--- config.mk ---
export PLATFORM = sky130hd
export DESIGN_NAME = dcache_meta_write_sink_flat
export DESIGN_NICKNAME = d
export VERILOG_FILES = /design/src/rtl/dcache_meta_pkg.sv /design/src/rtl/dcache_meta_write_sink_if.sv /design/src/rtl/dcache_meta_store.sv /design/src/rtl/dcache_meta_write_sink.sv /design/src/flat_wrapper.sv
export SDC_FILE = /design/constraint.sdc
export NUM_CORES = 1
export LEC_CHECK = 0
export CAP_MARGIN = 10
export CELL_PAD_IN_SITES_DETAIL_PLACEMENT = 1
export CELL_PAD_IN_SITES_GLOBAL_PLACEMENT = 1
export CORE_MARGIN = 4
export CORE_UTILIZATION = 45
export CTS_CLUSTER_DIAMETER = 150
export DETAILED_ROUTE_END_ITERATION = 6
export HOLD_SLACK_MARGIN = 0.06
export PLACE_DENSITY_LB_ADDON = 0.1
export SYNTH_ARGS = -nofsm -noshare
export SYNTH_HDL_FRONTEND = slang
export SYNTH_HIERARCHICAL = 1
export SYNTH_SLANG_ARGS = --single-unit
--- constraint.sdc ---
create_clock -name clock -period 4.4 [get_ports clock]
set_input_delay 0.44 -clock clock [delete_from_list [all_inputs] [get_ports clock]]
set_output_delay 0.44 -clock clock [all_outputs]
set_load 0.01 [all_outputs]
--- src/rtl/dcache_meta_pkg.sv ---
// dcache_meta_pkg: shared sizes, coherence encodings and entry layout for the metadata sink
package dcache_meta_pkg;
    localparam int N_SETS       = 64;
    localparam int IDX_W        = 6;
    localparam int TAG_W        = 20;
    localparam int STARVE_LIMIT = 4;
    typedef enum logic [1:0] {
        COH_NOTHING = 2'd0,
        COH_BRANCH  = 2'd1,
        COH_TRUNK   = 2'd2,
        COH_DIRTY   = 2'd3
    } coh_t;
    typedef enum logic {ST_INIT, ST_RUN} state_t;
    typedef struct packed {
        logic [1:0]       coh_state;
        logic [TAG_W-1:0] tag;
    } meta_entry_t;
endpackage

--- src/rtl/dcache_meta_write_sink_if.sv ---
// dcache_meta_write_sink_if: write request, read request/response and init status bundle
interface dcache_meta_write_sink_if;
    import dcache_meta_pkg::*;
    logic             io_req_ready;
    logic             io_req_valid;
    logic [IDX_W-1:0] io_req_bits_idx;
    logic             io_req_bits_way_en;
    logic [TAG_W-1:0] io_req_bits_tag;
    logic [1:0]       io_req_bits_data_coh_state;
    logic [TAG_W-1:0] io_req_bits_data_tag;
    logic             io_read_ready;
    logic             io_read_valid;
    logic [IDX_W-1:0] io_read_bits_idx;
    logic             io_resp_valid;
    logic [1:0]       io_resp_bits_coh_state;
    logic [TAG_W-1:0] io_resp_bits_tag;
    logic             io_init_done;
    modport master (
        input  io_req_ready, io_read_ready, io_resp_valid, io_resp_bits_coh_state,
               io_resp_bits_tag, io_init_done,
        output io_req_valid, io_req_bits_idx, io_req_bits_way_en, io_req_bits_tag,
               io_req_bits_data_coh_state, io_req_bits_data_tag, io_read_valid, io_read_bits_idx
    );
    modport slave (
        output io_req_ready, io_read_ready, io_resp_valid, io_resp_bits_coh_state,
               io_resp_bits_tag, io_init_done,
        input  io_req_valid, io_req_bits_idx, io_req_bits_way_en, io_req_bits_tag,
               io_req_bits_data_coh_state, io_req_bits_data_tag, io_read_valid, io_read_bits_idx
    );
endinterface

--- src/rtl/dcache_meta_store.sv ---
// dcache_meta_store: register-array metadata store, one write port, one registered read port
module dcache_meta_store
    import dcache_meta_pkg::*;
(
    input  logic             clock,
    input  logic             reset,
    input  logic             i_we,
    input  logic [IDX_W-1:0] i_waddr,
    input  meta_entry_t      i_wdata,
    input  logic             i_re,
    input  logic [IDX_W-1:0] i_raddr,
    output logic             o_rvalid,
    output meta_entry_t      o_rdata
);
    meta_entry_t r_mem [N_SETS];
    logic        r_rvalid;
    meta_entry_t r_rdata;
    // contents are cleared by the owner's init sweep, so the array itself has no reset
    always_ff @(posedge clock) begin
        if (i_we) r_mem[i_waddr] <= i_wdata;
    end
    always_ff @(posedge clock) begin
        if (reset) begin
            r_rvalid <= 1'b0;
            r_rdata  <= '0;
        end else begin
            r_rvalid <= i_re;
            if (i_re) r_rdata <= r_mem[i_raddr];
        end
    end
    assign o_rvalid = r_rvalid;
    assign o_rdata  = r_rdata;
endmodule

--- src/rtl/dcache_meta_write_sink.sv ---
// dcache_meta_write_sink: clears the metadata store after reset, then arbitrates
// reads (priority) against writes with a bounded write-starvation counter.
module dcache_meta_write_sink
    import dcache_meta_pkg::*;
(
    input  logic                      clock,
    input  logic                      reset,
    dcache_meta_write_sink_if.slave   bus
);
    localparam int SW = $clog2(STARVE_LIMIT + 1);
    localparam logic [SW-1:0] STARVE_MAX = SW'(STARVE_LIMIT);
    state_t           r_state, w_next;
    logic [IDX_W-1:0] r_init_cnt;
    logic [SW-1:0]    r_starve;
    logic             w_run, w_write_prio, w_req_fire, w_read_fire, w_we;
    logic [IDX_W-1:0] w_waddr;
    meta_entry_t      w_wdata, w_rdata;
    logic             w_rvalid;
    logic             w_unused_tag;
    always_ff @(posedge clock) begin
        if (reset) begin
            r_state    <= ST_INIT;
            r_init_cnt <= '0;
            r_starve   <= '0;
        end else begin
            r_state    <= w_next;
            r_init_cnt <= (r_state == ST_INIT) ? r_init_cnt + 1'b1 : r_init_cnt;
            r_starve   <= (bus.io_req_valid && !bus.io_req_ready) ?
                          (w_write_prio ? r_starve : r_starve + 1'b1) : '0;
        end
    end
    always_comb begin
        w_next = (r_state == ST_INIT && r_init_cnt == IDX_W'(N_SETS - 1)) ? ST_RUN : r_state;
    end
    always_comb begin
        w_run                      = (r_state == ST_RUN);
        w_write_prio               = (r_starve == STARVE_MAX);
        bus.io_read_ready          = w_run && (!w_write_prio || !bus.io_req_valid);
        bus.io_req_ready           = w_run && (w_write_prio || !bus.io_read_valid);
        bus.io_init_done           = w_run;
        w_req_fire                 = bus.io_req_valid && bus.io_req_ready;
        w_read_fire                = bus.io_read_valid && bus.io_read_ready;
        w_we                       = !w_run || (w_req_fire && bus.io_req_bits_way_en);
        w_waddr                    = w_run ? bus.io_req_bits_idx : r_init_cnt;
        w_wdata                    = w_run ? {bus.io_req_bits_data_coh_state, bus.io_req_bits_data_tag} : '0;
        bus.io_resp_valid          = w_rvalid;
        bus.io_resp_bits_coh_state = w_rdata.coh_state;
        bus.io_resp_bits_tag       = w_rdata.tag;
        w_unused_tag               = ^bus.io_req_bits_tag;
    end
    dcache_meta_store u_store (
        .clock    (clock),
        .reset    (reset),
        .i_we     (w_we),
        .i_waddr  (w_waddr),
        .i_wdata  (w_wdata),
        .i_re     (w_read_fire),
        .i_raddr  (bus.io_read_bits_idx),
        .o_rvalid (w_rvalid),
        .o_rdata  (w_rdata)
    );
endmodule

--- src/flat_wrapper.sv ---
// flat-port wrapper written by rule: the top's interface ports become plain ports
module dcache_meta_write_sink_flat import dcache_meta_pkg::*;
  (clock, reset, bus_io_req_ready, bus_io_read_ready, bus_io_resp_valid, bus_io_resp_bits_coh_state, bus_io_resp_bits_tag, bus_io_init_done, bus_io_req_valid, bus_io_req_bits_idx, bus_io_req_bits_way_en, bus_io_req_bits_tag, bus_io_req_bits_data_coh_state, bus_io_req_bits_data_tag, bus_io_read_valid, bus_io_read_bits_idx);
  dcache_meta_write_sink_if bus_i ();
  input  logic clock;
  input  logic reset;
  output wire logic [$bits(bus_i.io_req_ready)-1:0] bus_io_req_ready;
  output wire logic [$bits(bus_i.io_read_ready)-1:0] bus_io_read_ready;
  output wire logic [$bits(bus_i.io_resp_valid)-1:0] bus_io_resp_valid;
  output wire logic [$bits(bus_i.io_resp_bits_coh_state)-1:0] bus_io_resp_bits_coh_state;
  output wire logic [$bits(bus_i.io_resp_bits_tag)-1:0] bus_io_resp_bits_tag;
  output wire logic [$bits(bus_i.io_init_done)-1:0] bus_io_init_done;
  input wire logic [$bits(bus_i.io_req_valid)-1:0] bus_io_req_valid;
  input wire logic [$bits(bus_i.io_req_bits_idx)-1:0] bus_io_req_bits_idx;
  input wire logic [$bits(bus_i.io_req_bits_way_en)-1:0] bus_io_req_bits_way_en;
  input wire logic [$bits(bus_i.io_req_bits_tag)-1:0] bus_io_req_bits_tag;
  input wire logic [$bits(bus_i.io_req_bits_data_coh_state)-1:0] bus_io_req_bits_data_coh_state;
  input wire logic [$bits(bus_i.io_req_bits_data_tag)-1:0] bus_io_req_bits_data_tag;
  input wire logic [$bits(bus_i.io_read_valid)-1:0] bus_io_read_valid;
  input wire logic [$bits(bus_i.io_read_bits_idx)-1:0] bus_io_read_bits_idx;
  assign bus_io_req_ready = bus_i.io_req_ready;
  assign bus_io_read_ready = bus_i.io_read_ready;
  assign bus_io_resp_valid = bus_i.io_resp_valid;
  assign bus_io_resp_bits_coh_state = bus_i.io_resp_bits_coh_state;
  assign bus_io_resp_bits_tag = bus_i.io_resp_bits_tag;
  assign bus_io_init_done = bus_i.io_init_done;
  assign bus_i.io_req_valid = bus_io_req_valid;
  assign bus_i.io_req_bits_idx = bus_io_req_bits_idx;
  assign bus_i.io_req_bits_way_en = bus_io_req_bits_way_en;
  assign bus_i.io_req_bits_tag = bus_io_req_bits_tag;
  assign bus_i.io_req_bits_data_coh_state = bus_io_req_bits_data_coh_state;
  assign bus_i.io_req_bits_data_tag = bus_io_req_bits_data_tag;
  assign bus_i.io_read_valid = bus_io_read_valid;
  assign bus_i.io_read_bits_idx = bus_io_read_bits_idx;
  dcache_meta_write_sink u_core (.clock(clock), .reset(reset), .bus(bus_i));
endmodule
==> metrics.json, run 1 <==
{
  "syn_area_sq_um": 55800,
  "drtPass1Iterations": 5,
  "globalRouteMet2Util_pct": 37.6,
  "placedInstanceArea_sq_um": 59400,
  "cpLargestDelayFamily": "simple AND/OR/NAND/NOR gates",
  "std_cell_rows": 128,
  "die_x_microns": 360,
  "cp-start-kind": "flip-flop",
  "hold_path_class": "reg2reg",
  "switching_part_of_the_total_power_pct": 20.6,
  "floorplan.die_area_sq_um": 130000,
  "hold_path_startpoint": "u_core/r_starve[1]$_SDFFE_PP0P_",
  "synth_area_leaders": "edfxtp_1, mux4_2, mux2_2, a211oi_1, dfxtp_1",
  "synth_simple_gate_area_share_pct": 3.46,
  "synth_area_leader_cell": "edfxtp_1",
  "ios": 85,
  "avgRoutedWirePerCell_microns": 32.6,
  "layout.cell_area.non_filler_sq_um": 64200,
  "final-setup-viol-count": 0,
  "cts-buffers-inserted": 151,
  "p_seq_share_pct": 52.6,
  "max_buffers_root_to_sink": 3,
  "ys_top_cells_by_count": "edfxtp_1, mux2_2, mux4_2",
  "tightestPinTransition_ns": 1.30,
  "synth_compound_area_share_pct": 5.27,
  "p_leak_nw": 21.5,
  "slew-limit-headroom_pct": 13.0,
  "synth_area_per_cell_sq_um": 19.6,
  "fin_max_slew_vios": 0,
  "mux_share_of_post_synthesis_cell_area_pct": 12.6,
  "clock_latency_ns": 0.75,
  "routed_wl_microns": 157000,
  "yosys.area_share.xor_xnor_pct": 0.0785,
  "timing_worst_setup_path_type": "reg2reg",
  "ctsHoldBuffers": 0,
  "yosysUniqueCellTypes": 42,
  "grt_remaining_overflow": 0,
  "critPathMaxFanout": 17,
  "final.period_utilization_pct": 75.9,
  "synth_largest_type_area_fraction_pct": 75.8,
  "global_route_wire_length_before_repair_microns": 222000,
  "asyncSetResetFlopFracSynth_pct": 0,
  "synthAdderAreaFrac_pct": 0.0673,
  "synth_edf_count": 1408,
  "leading_cell_type_by_number_of_instances_after_synthesis": "edfxtp_1",
  "grt_start_max_net_pins": 94,
  "buffer_ports.inserted": 64,
  "gr-max-usage-layer": "met2",
  "cp_cell_sequence": "inv_1, ha_1, a21boi_0, o21ai_0, buf_4, nor2b_1, nand3_1, nor2_2, buf_4",
  "final_layout_size_suffix_gt1_share_pct": 29.7,
  "hold_end": "u_core/r_starve[1]$_SDFFE_PP0P_",
  "global_route.usage.met1_pct": 35.4,
  "crit_path_max_incr_delay_ns": 0.62,
  "yosysSeqAreaShare_pct": 77.0,
  "synth.net_count": 2909,
  "ctsRootBufferMaster": "clkbuf_16",
  "worstReg2RegEnd": "u_core/u_store/r_mem[30][7]$_DFFE_PP_",
  "grt_setup_unrepaired": "false",
  "cts.repair_timing.setup_buffer_count": 0,
  "cpMostUsedCell": "buf_4",
  "critical_path.slowest_cell": "nor2_2",
  "pwr-share-clk_pct": 43.3,
  "critical_register_to_register_path_startpoint": "u_core/r_starve[0]$_SDFFE_PP0P_",
  "initial_core_utilization_pct": 45.6,
  "cts_repair_resizes": 0,
  "critPathArrivalTime_ns": 3.75,
  "total_switching_power_w": 0.00586,
  "max_frequency_mhz": 299,
  "drv_cap": 0,
  "reg2reg_slack_ns": 1.06,
  "gp_routability_congestion": 0.798,
  "vias_per_cell": 6.06,
  "cts.sinks": 1441,
  "synth-warning-count": 6,
  "dieHeight_microns": 360,
  "vias": 29200,
  "cts.reportedPaths.clkPinSlew_ns": 0.06,
  "flow.area_growth_from_synthesis_pct": 15.2,
  "core_area_sq_um": 122000,
  "postSynthCellCount": 2847,
  "drtIter0Drc": 3051,
  "setup.worst_path.end_class": "flip-flop",
  "dpl_hpwl_microns": 90900,
  "worst-r2r-cell-count": 9,
  "fillers": 10900,
  "vdd.ir_drop.worst_mv": 0.350,
  "groute.layer.met3.usage_pct": 4.40,
  "worst_hold_path.num_cells": 2,
  "synth_top_family_by_area": "multiplexers",
  "first_global_vias": 30500,
  "ys_dominant_reg_cell": "edfxtp_1",
  "grt_usage_pct": 24.0,
  "setup-tns-final_ns": 0,
  "status": "finished clean",
  "postRouteAntennaNets": 0,
  "finalHoldWorstSlack_ns": 0.525,
  "antenna_found_initial": 12,
  "cts_tree": "built",
  "count_of_nets_after_finishing": 3135,
  "p_int_w": 0.0225,
  "cellPowerDensity_nw_per_um2": 442,
  "timing.clock.skew_ns": 0.0256,
  "cp.buffers_inverters": 3,
  "drc_viols": 0,
  "hold_viol_final": 0,
  "power.share.combinational_pct": 4.1,
  "worstPathRequired_ns": 4.81,
  "postSynthRegisterBits": 1441,
  "fin_crit_ns": 3.34,
  "ctsHtreeMaxLevel": 4
}
power groups by stage:
stage	combinational [W]	sequential (W)	clock (W)
after global routing	0.00124	0.0149	0.0131
final	0.00118	0.0149	0.0123
after detailed placement	0.00118	0.0152	0
after CTS	0.00119	0.0149	0.0125
after global placement	0.00117	0.0152	0
after floorplan	0.000688	0.0152	0
stage by stage:
step / setup WS, ns / utilization [%] / cells / power (W)
2_1_floorplan: 0.878 / - / 2847 / 0.0159
3_3_place_gp: 0.949 / 48.6 / 4542 / 0.0164
3_5_place_dp: 0.904 / 48.6 / 4542 / 0.0164
4_1_cts: 1.12 / 52.4 / 4812 / 0.0287
5_1_grt: 0.921 / 52.5 / 4815 / 0.0293
6_report: 1.06 / 52.5 / 4819 / 0.0284
worst min-delay path, delay by kind of cell, from the launching register on:
family	cells	cell delay [ns]
compound gates	1	0.06
flops	1	0.33
simple gates	1	0.08
sequential cells by signal, indices dropped and copies added (netlist names):
| name | cells |
|---|---|
| u_core/u_store/r_mem | 1408 |
| u_core/u_store/o_rdata | 22 |
| u_core/r_init_cnt | 6 |
| u_core/r_starve | 3 |
| u_core/bus.io_init_done | 1 |
| u_core/u_store/o_rvalid | 1 |
layout by cell type, fill, tap and decap left out, drive strengths merged, types with 23 or more instances in the layout:
cell           instances
edfxtp              1408
mux2                 270
clkbuf               194
buf                  184
mux4                 176
nor2b                 96
o21ai                 91
nor3                  91
a211oi                88
o22ai                 88
nor2                  77
clkdlybuf4s50         62
clkinv                59
a22o                  44
a22oi                 44
o31ai                 44
dfxtp                 33
or3b                  24
and2                  23
worst max-delay path by stage:
stage	end	slack, ns	start	depth (start not counted)
after global placement	u_core/u_store/o_rdata[7]$_SDFFE_PP0P_	0.95	bus_io_read_bits_idx[2]	8
after floorplan	u_core/u_store/r_mem[48][0]$_DFFE_PP_	0.88	u_core/bus.io_init_done$_SDFFE_PP0P_	6
after CTS	u_core/u_store/r_mem[30][1]$_DFFE_PP_	1.12	u_core/r_starve[0]$_SDFFE_PP0P_	9
after detailed placement	u_core/u_store/r_mem[30][2]$_DFFE_PP_	0.90	bus_io_read_valid	8
after global routing	u_core/u_store/r_mem[30][10]$_DFFE_PP_	0.92	u_core/r_starve[0]$_SDFFE_PP0P_	9
final	u_core/u_store/r_mem[30][7]$_DFFE_PP_	1.06	u_core/r_starve[0]$_SDFFE_PP0P_	9
cell type report:
class / instances / area (sq um) / share of cell area [%]
flip-flops and latches: 1441 / 42900 / 66.9
multi-input cells: 1230 / 12200 / 19.0
clock buffers: 194 / 4070 / 6.33
repair buffers: 246 / 2290 / 3.57
well taps: 1625 / 2030 / 3.17
clock inverters: 76 / 668 / 1.04
inverters: 3 / 11.3 / 0.0175
diodes: 4 / 10.0 / 0.0156
kinds of logic after synthesis:
| group | after synthesis |
|---|---|
| flops | 1441 |
| mux | 447 |
| compound gates | 426 |
| simple gates | 349 |
| buf+inv | 176 |
| xor+xnor | 5 |
| fa+ha+maj | 3 |
metal layers:
metal  vias to the layer above  share of wire [%]
met5                         -              0.029
met4                         6                2.0
met3                       182                7.6
met2                      1090                 47
met1                     15800                 44
li1                      12200                  -
Note: power is estimated with default switching activity, not from simulation.
==> inputs of run 2 (changes only) <==
==> constraint.sdc (replaced) <==
create_clock -name clock -period 2.86 [get_ports clock]
set_input_delay 0.286 -clock clock [delete_from_list [all_inputs] [get_ports clock]]
set_output_delay 0.286 -clock clock [all_outputs]
set_load 0.01 [all_outputs]
==> run 2 against run 1 <==
Against the previous run:
- global-route usage decreased by 0.20 points
- die area unchanged
- core utilization increased by 1.6 points
- critical path depth increased by 1
==> metrics.json, run 2 (synthesized netlist as in run 1, its figures left out) <==
{
  "cts_tree": "built",
  "globalRouteMet2Util": {"value": 36.8, "unit": "%", "change": "-0.83 points"},
  "vdd.ir_drop.worst": {"value": 0.611, "unit": "mV", "change": "+75%"},
  "grt_setup_unrepaired": "false",
  "setup-tns-final": {"value": 0, "unit": "ns", "change": "unchanged"},
  "grt_remaining_overflow": {"value": 0, "change": "unchanged"},
  "final-setup-viol-count": {"value": 0, "change": "unchanged"},
  "std_cell_rows": {"value": 128, "change": "unchanged"},
  "groute.layer.met3.usage": {"value": 6.59, "unit": "%", "change": "+2.2 points"},
  "worstReg2RegEnd": "u_core/u_store/r_mem[54][9]$_DFFE_PP_",
  "cts.sinks": {"value": 1441, "change": "unchanged"},
  "final_layout_size_suffix_gt1_share": {"value": 31.8, "unit": "%", "change": "+2.1 points"},
  "worst_hold_path.num_cells": {"value": 4, "change": "+2"},
  "cp_cell_sequence": "inv_1, ha_1, a21boi_0, o21ai_1, buf_4, nor2b_1, nand4b_1, buf_4, nor2_2, buf_12",
  "worst-r2r-cell-count": {"value": 10, "change": "+1"},
  "timing.clock.skew": {"value": 0.0257, "unit": "ns", "change": "+0.0000383 ns"},
  "global_route_wire_length_before_repair": {"value": 222000, "unit": "microns", "change": "-0.23%"},
  "critPathMaxFanout": {"value": 20, "change": "+3"},
  "post_placement_cell_count": {"value": 4623, "change": "+1.8%"},
  "hold_viol_final": {"value": 0, "change": "unchanged"},
  "max_buffers_root_to_sink": {"value": 3, "change": "unchanged"},
  "crit_path_max_incr_delay": {"value": 0.34, "unit": "ns", "change": "-0.28 ns"},
  "ios": {"value": 85, "change": "unchanged"},
  "hold_path_startpoint": "bus_io_req_valid",
  "ctsHtreeMaxLevel": {"value": 4, "change": "unchanged"},
  "cpMostUsedCell": "buf_4",
  "avgRoutedWirePerCell": {"value": 31.3, "unit": "microns", "change": "-3.7%"},
  "largest_register_ffs": {"value": 1408, "change": "unchanged"},
  "ctsHoldBuffers": {"value": 0, "change": "unchanged"},
  "drtPass1Iterations": {"value": 7, "change": "+2"},
  "status": "finished clean",
  "dpl_hpwl": {"value": 89400, "unit": "microns", "change": "-1.7%"},
  "grt_usage": {"value": 23.8, "unit": "%", "change": "-0.20 points"},
  "initial_core_utilization": {"value": 45.6, "unit": "%", "change": "unchanged"},
  "max_frequency": {"value": 372, "unit": "MHz", "change": "+24%"},
  "gp_routability_congestion": {"value": 0.789, "change": "-1.2%"},
  "gr-max-usage-layer": "met2",
  "setup.worst_path.end_class": "flip-flop",
  "count_of_nets_after_finishing": {"value": 3215, "change": "+2.6%"},
  "cts-buffers-inserted": {"value": 153, "change": "+1.3%"},
  "cpLargestDelayFamily": "buffers and inverters",
  "fin_max_slew_vios": {"value": 0, "change": "unchanged"},
  "reg2reg_slack": {"value": 0.17, "unit": "ns", "change": "-0.89 ns"},
  "grt_start_max_net_pins": {"value": 65, "change": "-31%"},
  "routed_wl": {"value": 154000, "unit": "microns", "change": "-1.9%"},
  "hold_path_class": "in2reg",
  "finalHoldWorstSlack": {"value": 0.380, "unit": "ns", "change": "-0.145 ns"},
  "postRouteAntennaNets": {"value": 0, "change": "unchanged"},
  "slew-limit-headroom": {"value": 26.2, "unit": "%", "change": "+13 points"},
  "tightestPinTransition": {"value": 1.10, "unit": "ns", "change": "-0.206 ns"},
  "vias": {"value": 29100, "change": "-0.48%"},
  "final.period_utilization": {"value": 94.0, "unit": "%", "change": "+18 points"},
  "fin_crit": {"value": 2.69, "unit": "ns", "change": "-0.651 ns"},
  "clock_latency": {"value": 0.79, "unit": "ns", "change": "+0.04 ns"},
  "cp-start-kind": "flip-flop",
  "buffer_ports.inserted": {"value": 64, "change": "unchanged"},
  "critPathArrivalTime": {"value": 3.16, "unit": "ns", "change": "-0.59 ns"},
  "drtIter0Drc": {"value": 2839, "change": "-6.9%"},
  "p_leak": {"value": 22.2, "unit": "nW", "change": "+3.6%"},
  "most-common-layout-cells": "edfxtp_1, mux2_2, mux4_2",
  "largest-register": "u_core/u_store/r_mem",
  "placedInstanceArea": {"value": 61300, "unit": "sq um", "change": "+3.2%"},
  "layout.cells.most_common": "edfxtp_1",
  "floorplan.die_area": {"value": 130000, "unit": "sq um", "change": "unchanged"},
  "cp.buffers_inverters": {"value": 4, "change": "+1"},
  "final_cells": {"value": 4910, "change": "+1.9%"},
  "vias_per_cell": {"value": 5.92, "change": "-2.3%"},
  "drc_viols": {"value": 0, "change": "unchanged"},
  "critical_register_to_register_path_startpoint": "u_core/r_starve[0]$_SDFFE_PP0P_",
  "timing_worst_setup_path_type": "reg2reg",
  "flow.area_growth_from_synthesis_pct": 18.8,
  "critical_path.slowest_cell": "dfxtp_1",
  "hold_end": "u_core/r_starve[0]$_SDFFE_PP0P_",
  "ctsRootBufferMaster": "clkbuf_16",
  "drv_cap": {"value": 0, "change": "unchanged"},
  "layout.cell_area.non_filler": {"value": 66200, "unit": "sq um", "change": "+3.1%"},
  "cts.reportedPaths.clkPinSlew": {"value": 0.06, "unit": "ns", "change": "about the same"},
  "dieHeight": {"value": 360, "unit": "microns", "change": "unchanged"},
  "global_route.usage.met1": {"value": 33.8, "unit": "%", "change": "-1.6 points"},
  "die_x": {"value": 360, "unit": "microns", "change": "unchanged"},
  "worstPathRequired": {"value": 3.33, "unit": "ns", "change": "-1.48 ns"},
  "core_area": {"value": 122000, "unit": "sq um", "change": "unchanged"},
  "first_global_vias": {"value": 30900, "change": "+1.2%"},
  "antenna_found_initial": {"value": 9, "change": "-3"},
  "cellPowerDensity": {"value": 668, "unit": "nW/um^2", "change": "+51%"}
}
-- run 2: repair_timing --
item,CTS,global route
endpoints found under the setup margin,0,695
gates resized for setup,0,3
setup buffers,0,0
-- run 2: how the worst max path moves through the flow --
stage	startpoint	end	slack, ns	depth (start not counted)
global placement	bus_io_read_bits_idx[3]	u_core/u_store/o_rdata[21]$_SDFFE_PP0P_	0.02	9
floorplan	u_core/bus.io_init_done$_SDFFE_PP0P_	u_core/u_store/r_mem[39][0]$_DFFE_PP_	-0.37	6
finish	u_core/r_starve[0]$_SDFFE_PP0P_	u_core/u_store/r_mem[54][9]$_DFFE_PP_	0.17	10
CTS	u_core/r_starve[0]$_SDFFE_PP0P_	u_core/u_store/r_mem[34][8]$_DFFE_PP_	0.003	10
detailed placement	bus_io_read_valid	u_core/u_store/r_mem[34][19]$_DFFE_PP_	-0.02	9
global route	u_core/r_starve[0]$_SDFFE_PP0P_	u_core/u_store/r_mem[54][5]$_DFFE_PP_	0.04	10
-- run 2: per-layer routing --
metal	vias up	part of all wire, %	wire length, microns
met1	15500	43	66500
met2	1024	46	71200
li1	12300	-	-
met5	-	0.010	16
met3	189	8.4	13000
met4	2	2.1	3240
-- run 2: area by class of cell --
cell class,instances,area (sq um)
sequential,1441,42900
tap,1625,2030
timing repair buffer,324,4130
multi-input combinational,1230,12200
inverter,3,11.3
fill,10800,56100
antenna,6,15.0
clock buffer,202,4180
clock inverter,79,693
-- run 2: tightest hold or removal path, cell delays in order --
cell             delay [ns]
clkdlybuf4s50_1        0.44
nor2b_1                0.15
o21ai_0                0.16
nor2_1                 0.07
-- run 2: power breakdown --
| part | leakage [nW] | internal, W | switching, W |
|---|---|---|---|
| clock network | 2.38 | 0.0113 | 0.00802 |
| registers | 14.2 | 0.0229 | 0.0000313 |
| logic | 5.64 | 0.000854 | 0.00114 |
-- run 2: stage by stage --
step | power, W | setup WS, ns | utilization [%]
detailed placement | 0.0254 | -0.0166 | 50.1
CTS | 0.0447 | 0.00322 | 54.1
finish | 0.0443 | 0.170 | 54.1
floorplan | 0.0245 | -0.374 | -
global placement | 0.0254 | 0.0170 | 50.1
global route | 0.0458 | 0.0351 | 54.1
==> inputs of run 3 (changes only) <==
--- a/config.mk
+++ b/config.mk
@@ -10,7 +10,7 @@
 export CELL_PAD_IN_SITES_GLOBAL_PLACEMENT = 1
 export CORE_MARGIN = 4
 export CORE_UTILIZATION = 45
-export CTS_CLUSTER_DIAMETER = 150
+export CTS_CLUSTER_DIAMETER = 120
 export DETAILED_ROUTE_END_ITERATION = 6
 export HOLD_SLACK_MARGIN = 0.06
 export PLACE_DENSITY_LB_ADDON = 0.1
==> results of run 3 <==
No change in the layout: final DEF, timing and power equal those of run 2.
==> edit 1 (config.mk and constraints of run 3) <==
`TAG_W`: 20 -> 10.
--- a/src/rtl/dcache_meta_pkg.sv
+++ b/src/rtl/dcache_meta_pkg.sv
@@ -4,3 +4,3 @@
     localparam int IDX_W        = 6;
-    localparam int TAG_W        = 20;
+    localparam int TAG_W        = 10;
     localparam int STARVE_LIMIT = 4;
Interface: changed (resized bus_io_req_bits_data_tag, bus_io_req_bits_tag and bus_io_resp_bits_tag); port bits go from 85 to 55. The function was not compared with the original's and may differ.
==> edit 1 against run 3 <==
  * Sequential power shrank 45%
  * Wire length shrank 48%
  * Setup slack lost 0.0044 ns
  * Sequential cell count shrank 650
  * Synthesized area shrank 45%
  * Design area shrank 45%
  * Clock power shrank 47%
  * Total power shrank 46%
  * Die area shrank 44%
  * Worst hold slack gained 0.15 ns
  * Sequential share of layout area grew 0.20 points
==> edit 1: results (changes against run 3) <==
* First-pass GRT wire length at 116100 µm (-48%)
* Avg Inst Size Synth at 19.41 µm² (-0.88%)
* CP top delay family: simple AND/OR/NAND/NOR gates
* GRT Util Overall at 0.2231 (-0.01501)
* Via count at 16017 (-45%)
* FILL cells at 5927 (-45%)
* P_sw at 4.992 mW (-46%)
* DR iter-0 viols at 1346 (-53%)
* Crit path max fanout at 12 (-40%)
* # port buffers at 44 (-31%)
* Setup Buffers After CTS at 0 (unchanged)
* CP peak stage delay at 0.41 ns (+0.07 ns)
* Clk Latency, worst-skew pair at 0.62 ns (-0.17 ns)
* Clock Tree Root: clkbuf_16
* Reg2reg end: u_core/u_store/r_mem[36][4]
* Setup Skew at 0.02363 ns (-0.002049 ns)
* Number of flip-flops in the largest register at 768 (-45%)
* Number of global-route vias before repair at 16905 (-45%)
* Worst Hold Class: primary input to flip-flop
* Yosys cell types at 39 (-7.1%)
* CTS H-Tree Depth at 3 (-1)
* Most frequent cells after synthesis: edfxtp_1, mux2i_1, a22oi_1, mux4_2, nor2_1
* Dpl cell area at 0.03359 mm² (-45%)
* Net Count, Synth at 1621 (-44%)
* Synth area leaders: edfxtp_1, mux4_2, mux2i_1
* Leakage power total at 12.78 nW (-42%)
* Min-delay src: reset
* Vias/cell at 5.839 (-1.4%)
* Hold slack at 0.5284 ns (+0.1484 ns)
* Dpl cells at 2593 (-44%)
* Layout cells sized above 1 at 0.2301 (-0.08802)
* Register-to-Register Path Depth at 9 (-1)
* Peak supply drop at 0.5019 mV (-18%)
* Worst r2r src: u_core/r_starve[0]
* Status: finished, final reports clean
* GP Congestion at 0.7968 (+1.0%)
* Number of CTS-inserted buffers at 84 (-45%)
* Post-synthesis sequential area ratio at 0.7674 (-0.002757)
* Post-synth EDFFs at 768 (-45%)
* Critical Path Slowest Stage Cell: nand2_1
* DR pass1 iterations at 4 (-3)
* Post-DP HPWL at 49140 µm (-45%)
* Data arrival, critical path at 3.00 ns (-0.16 ns)
* Wire length per cell at 29.02 µm (-7.4%)
* Hold Path Sink: u_core/r_init_cnt[4]
* Initial antenna violation count at 2 (-7)
edit 1: cell types whose count changed after synthesis, moves of 48 or more:
cell | run 3 | this run
mux2i_1 | 1 | 193
a211oi_1 | 88 | 0
mux2_2 | 270 | 6
a22oi_1 | 44 | 143
nand3_1 | 7 | 55
nor2b_1 | 96 | 10
clkbuf_1 | 88 | 39
o22ai_1 | 88 | 0
edfxtp_1 | 1408 | 768
mux4_2 | 176 | 96
o21ai_0 | 91 | 3
nor3_1 | 91 | 3
edit 1: worst reg2reg max path, cell delays in order (launching register included):
cell,delay [ns]
dfxtp_1,0.33
inv_1,0.07
ha_1,0.25
a21boi_0,0.16
o21ai_0,0.22
buf_4,0.18
nor2b_1,0.25
nand2_1,0.41
nor2_1,0.22
buf_4,0.28
edit 1: layout make-up:
cell class / count / area [µm²] / share of cell area
Timing Repair Buffer: 233 / 2241 / 0.06196
Sequential cell: 791 / 23520 / 0.6504
Multi-Input combinational cell: 693 / 6720 / 0.1858
Clock buffer: 112 / 2271 / 0.06279
Tap cell: 873 / 1092 / 0.03020
Inverter: 3 / 11.26 / 0.0003114
Clock inverter: 37 / 304.0 / 0.008407
Antenna cell: 1 / 2.502 / 0.00006919
edit 1: worst max path at each step:
stage / start / end / slack, ns / depth (start not counted)
floorplan: u_core/bus.io_init_done / u_core/u_store/r_mem[48][0] / 0.06 / 6
global placement: bus_io_read_valid / u_core/u_store/r_mem[32][9] / 0.08 / 8
detailed placement: bus_io_read_valid / u_core/u_store/r_mem[36][6] / 0.1 / 8
CTS: u_core/r_starve[0] / u_core/u_store/r_mem[36][7] / 0.14 / 9
global route: u_core/r_starve[0] / u_core/u_store/r_mem[20][9] / -0.15 / 9
finish: u_core/r_starve[0] / u_core/u_store/r_mem[36][4] / 0.17 / 9
edit 1: cells by family (layout without fill, tap and decap cells):
logic type,Yosys count,in the layout,synth area share
other cells,0,1,0
xor+xnor,5,5,0.001429
flops,791,791,0.7674
fa+ha+maj,3,3,0.001225
buf+inv,95,385,0.01547
mux,295,295,0.1358
compound gates,164,164,0.04086
simple gates,226,226,0.03780
edit 1: power by group through the flow:
stage	Sequential (mW)	Clock, mW	Combinational (mW)
2_1_floorplan	12.8	0	0.605
3_3_place_gp	12.9	0	1.06
3_5_place_dp	12.9	0	1.07
4_1_cts	12.6	10.5	1.08
5_1_grt	12.6	11.0	1.13
6_report	12.6	10.3	1.07
edit 1: routing by layer:
| metal | GRT usage | vias to the layer above | routed length, µm |
|---|---|---|---|
| met5 | 0 | - | 13 |
| met4 | 0.06231 | 2 | 1924 |
| met3 | 0.03915 | 108 | 4008 |
| met2 | 0.3696 | 419 | 39330 |
| met1 | 0.3087 | 8541 | 34320 |
| li1 | - | 6947 | - |
==> edit 2 (flow settings as in run 3) <==
Without the edit above. Reset style: asynchronous (`reset`), changed in 2 clocked blocks.
--- a/src/rtl/dcache_meta_store.sv
+++ b/src/rtl/dcache_meta_store.sv
@@ -21,3 +21,3 @@
     end
-    always_ff @(posedge clock) begin
+    always_ff @(posedge clock or posedge reset) begin
         if (reset) begin
--- a/src/rtl/dcache_meta_write_sink.sv
+++ b/src/rtl/dcache_meta_write_sink.sv
@@ -19,3 +19,3 @@
     logic             w_unused_tag;
-    always_ff @(posedge clock) begin
+    always_ff @(posedge clock or posedge reset) begin
         if (reset) begin
Formal check against the unedited RTL: same outputs for any inputs over 4 cycles, from zero or initial values and one cycle with reset high; that may be too few to reach the edited logic, so the function may still have changed.
==> edit 2 against run 3 <==
  * The flow now finishes with violations (design-rule violations)
  * Design area increased by 0.32%
  * Sequential cell count unchanged
  * Via count increased by 0.83%
  * Synthesized area increased by 0.68%
  * Combinational power decreased by 36%
  * Sequential share of layout area about the same
  * First-iteration DRC count increased by 3.6%
  * Wire length decreased by 0.36%
  * Global-route usage decreased by 0.22 points
  * Critical path depth decreased by 5
  * Total power decreased by 2.8%
  * Count of clock-buffer cells in the layout unchanged
  * Setup slack got worse by 0.040 ns
  * Die area increased by 0.67%
  * Critical path type is now flip-flop to primary output
==> edit 2: results (changes against run 3) <==
* Xor/xnor cell area share of the yosys netlist at 0.0007802 (-0.000005305)
* Hold slack at 0.2162 ns (-0.1638 ns)
* Worst setup endpoint: bus_io_req_ready
* Post-synth ARST share at 0.02290 (+0.02290)
* Setup CP Type: flip-flop to primary output
* Status: finished with violations
* Worst slack at placement at -0.04554 ns (-0.02896 ns)
* Yosys cell types at 52 (+24%)
* Hold depth at 2 (-2)
* Worst Max-Slew Pin Slew at 0.9041 ns (-0.1945 ns)
* Met1 WL at 68760 µm (+3.4%)
* Worst r2r src: u_core/r_starve[0]
* Setup Skew at 0.02176 ns (-0.003924 ns)
* Compound-Gate Fraction of Synth Area at 0.04429 (-0.008380)
* Critical Path Slowest Stage Cell: clkdlybuf4s50_1
* GRT Util Overall at 0.2359 (-0.002180)
* P_sw at 8.634 mW (-6.0%)
* FILL cells at 10878 (+0.81%)
* Synth area leaders: edfxtp_1, mux2i_1, mux4_2
* Net Count, Synth at 2959 (+1.7%)
* Mux cell area share after synthesis at 0.1438 (+0.01803)
* Vias/cell at 5.880 (-0.66%)
* Number of CTS-inserted buffers at 150 (-2.0%)
* Wire length per cell at 30.77 µm (-1.8%)
* Post-synthesis sequential area ratio at 0.7679 (-0.002260)
* Number of global-route vias before repair at 30799 (-0.31%)
* Layout cells sized above 1 at 0.2290 (-0.08909)
* Synth Area in Adders at 0.0006687 (-0.000004547)
* Met3 Use GR at 0.03569 (-0.03021)
* Routing usage on met1 at 0.3455 (+0.007719)
* CP top delay family: buffers and inverters
* Most frequent cells after synthesis: edfxtp_1, mux2i_1, mux4_2, nor2_1, a22oi_1
* Post-DP HPWL at 92620 µm (+3.7%)
* Met3 wire length at 8828 µm (-32%)
* Fin nets at 3287 (+2.2%)
* Hold Path Sink: u_core/r_starve[0]
* Failing checks: design-rule violations
* Reg2reg end: u_core/u_store/r_mem[22][10]
* GP Congestion at 0.7924 (+0.48%)
* Highest Signal Layer: met4
* Met2 routed WL at 72780 µm (+2.3%)
* CP peak stage delay at 0.57 ns (+0.23 ns)
* Initial antenna violation count at 4 (-5)
* Leakage power total at 19.50 nW (-12%)
* Clk Latency, worst-skew pair at 0.77 ns (-0.02 ns)
* R2R setup slack at 0.17 ns (about the same)
* Peak supply drop at 0.5266 mV (-14%)
* FMAX at 366.3 MHz (-1.5%)
* Data arrival, critical path at 2.44 ns (-0.72 ns)
* Mapped Cells at 2897 (+1.8%)
* DR iter-0 viols at 2942 (+3.6%)
* Dpl cell area at 0.06167 mm² (+0.54%)
* DRC violations left at 3 (+3)
* Crit path max fanout at 5 (-75%)
* Dpl cells at 4708 (+1.8%)
* Met2 Use GR at 0.3760 (+0.008215)
* Post-Route WL at 153300 µm (-0.36%)
* First-pass GRT wire length at 221400 µm (-0.25%)
-- edit 2: timing repair --
| item | CTS | global route |
|---|---|---|
| gates resized for setup | 1 | 8 |
| buffers inserted | 0 | 1 |
| endpoints found under the setup margin | 6 | 98 |
| cloned | 0 | 0 |
| endpoints found under the hold margin | 33 | 0 |
| hold buffers | 1 | 0 |
-- edit 2: layout make-up --
type	instances	area (µm²)	share of cell area
Sequential cell	1441	43110	0.6488
Multi-Input combinational cell	1270	12290	0.1850
Timing Repair Buffer	344	4203	0.06326
Clock buffer	202	4064	0.06117
Tap cell	1637	2048	0.03083
Clock inverter	70	648.1	0.009755
Inverter	18	71.32	0.001073
Antenna cell	2	5.005	0.00007533
-- edit 2: power by group through the flow --
stage          combinational, mW  sequential, mW  clock, mW
3_3_place_gp                1.26            23.3          0
4_1_cts                     1.28            22.8       19.3
6_report                    1.28            22.8       18.9
3_5_place_dp                1.28            23.3          0
5_1_grt                     1.34            22.8       20.3
2_1_floorplan              0.739            23.3          0
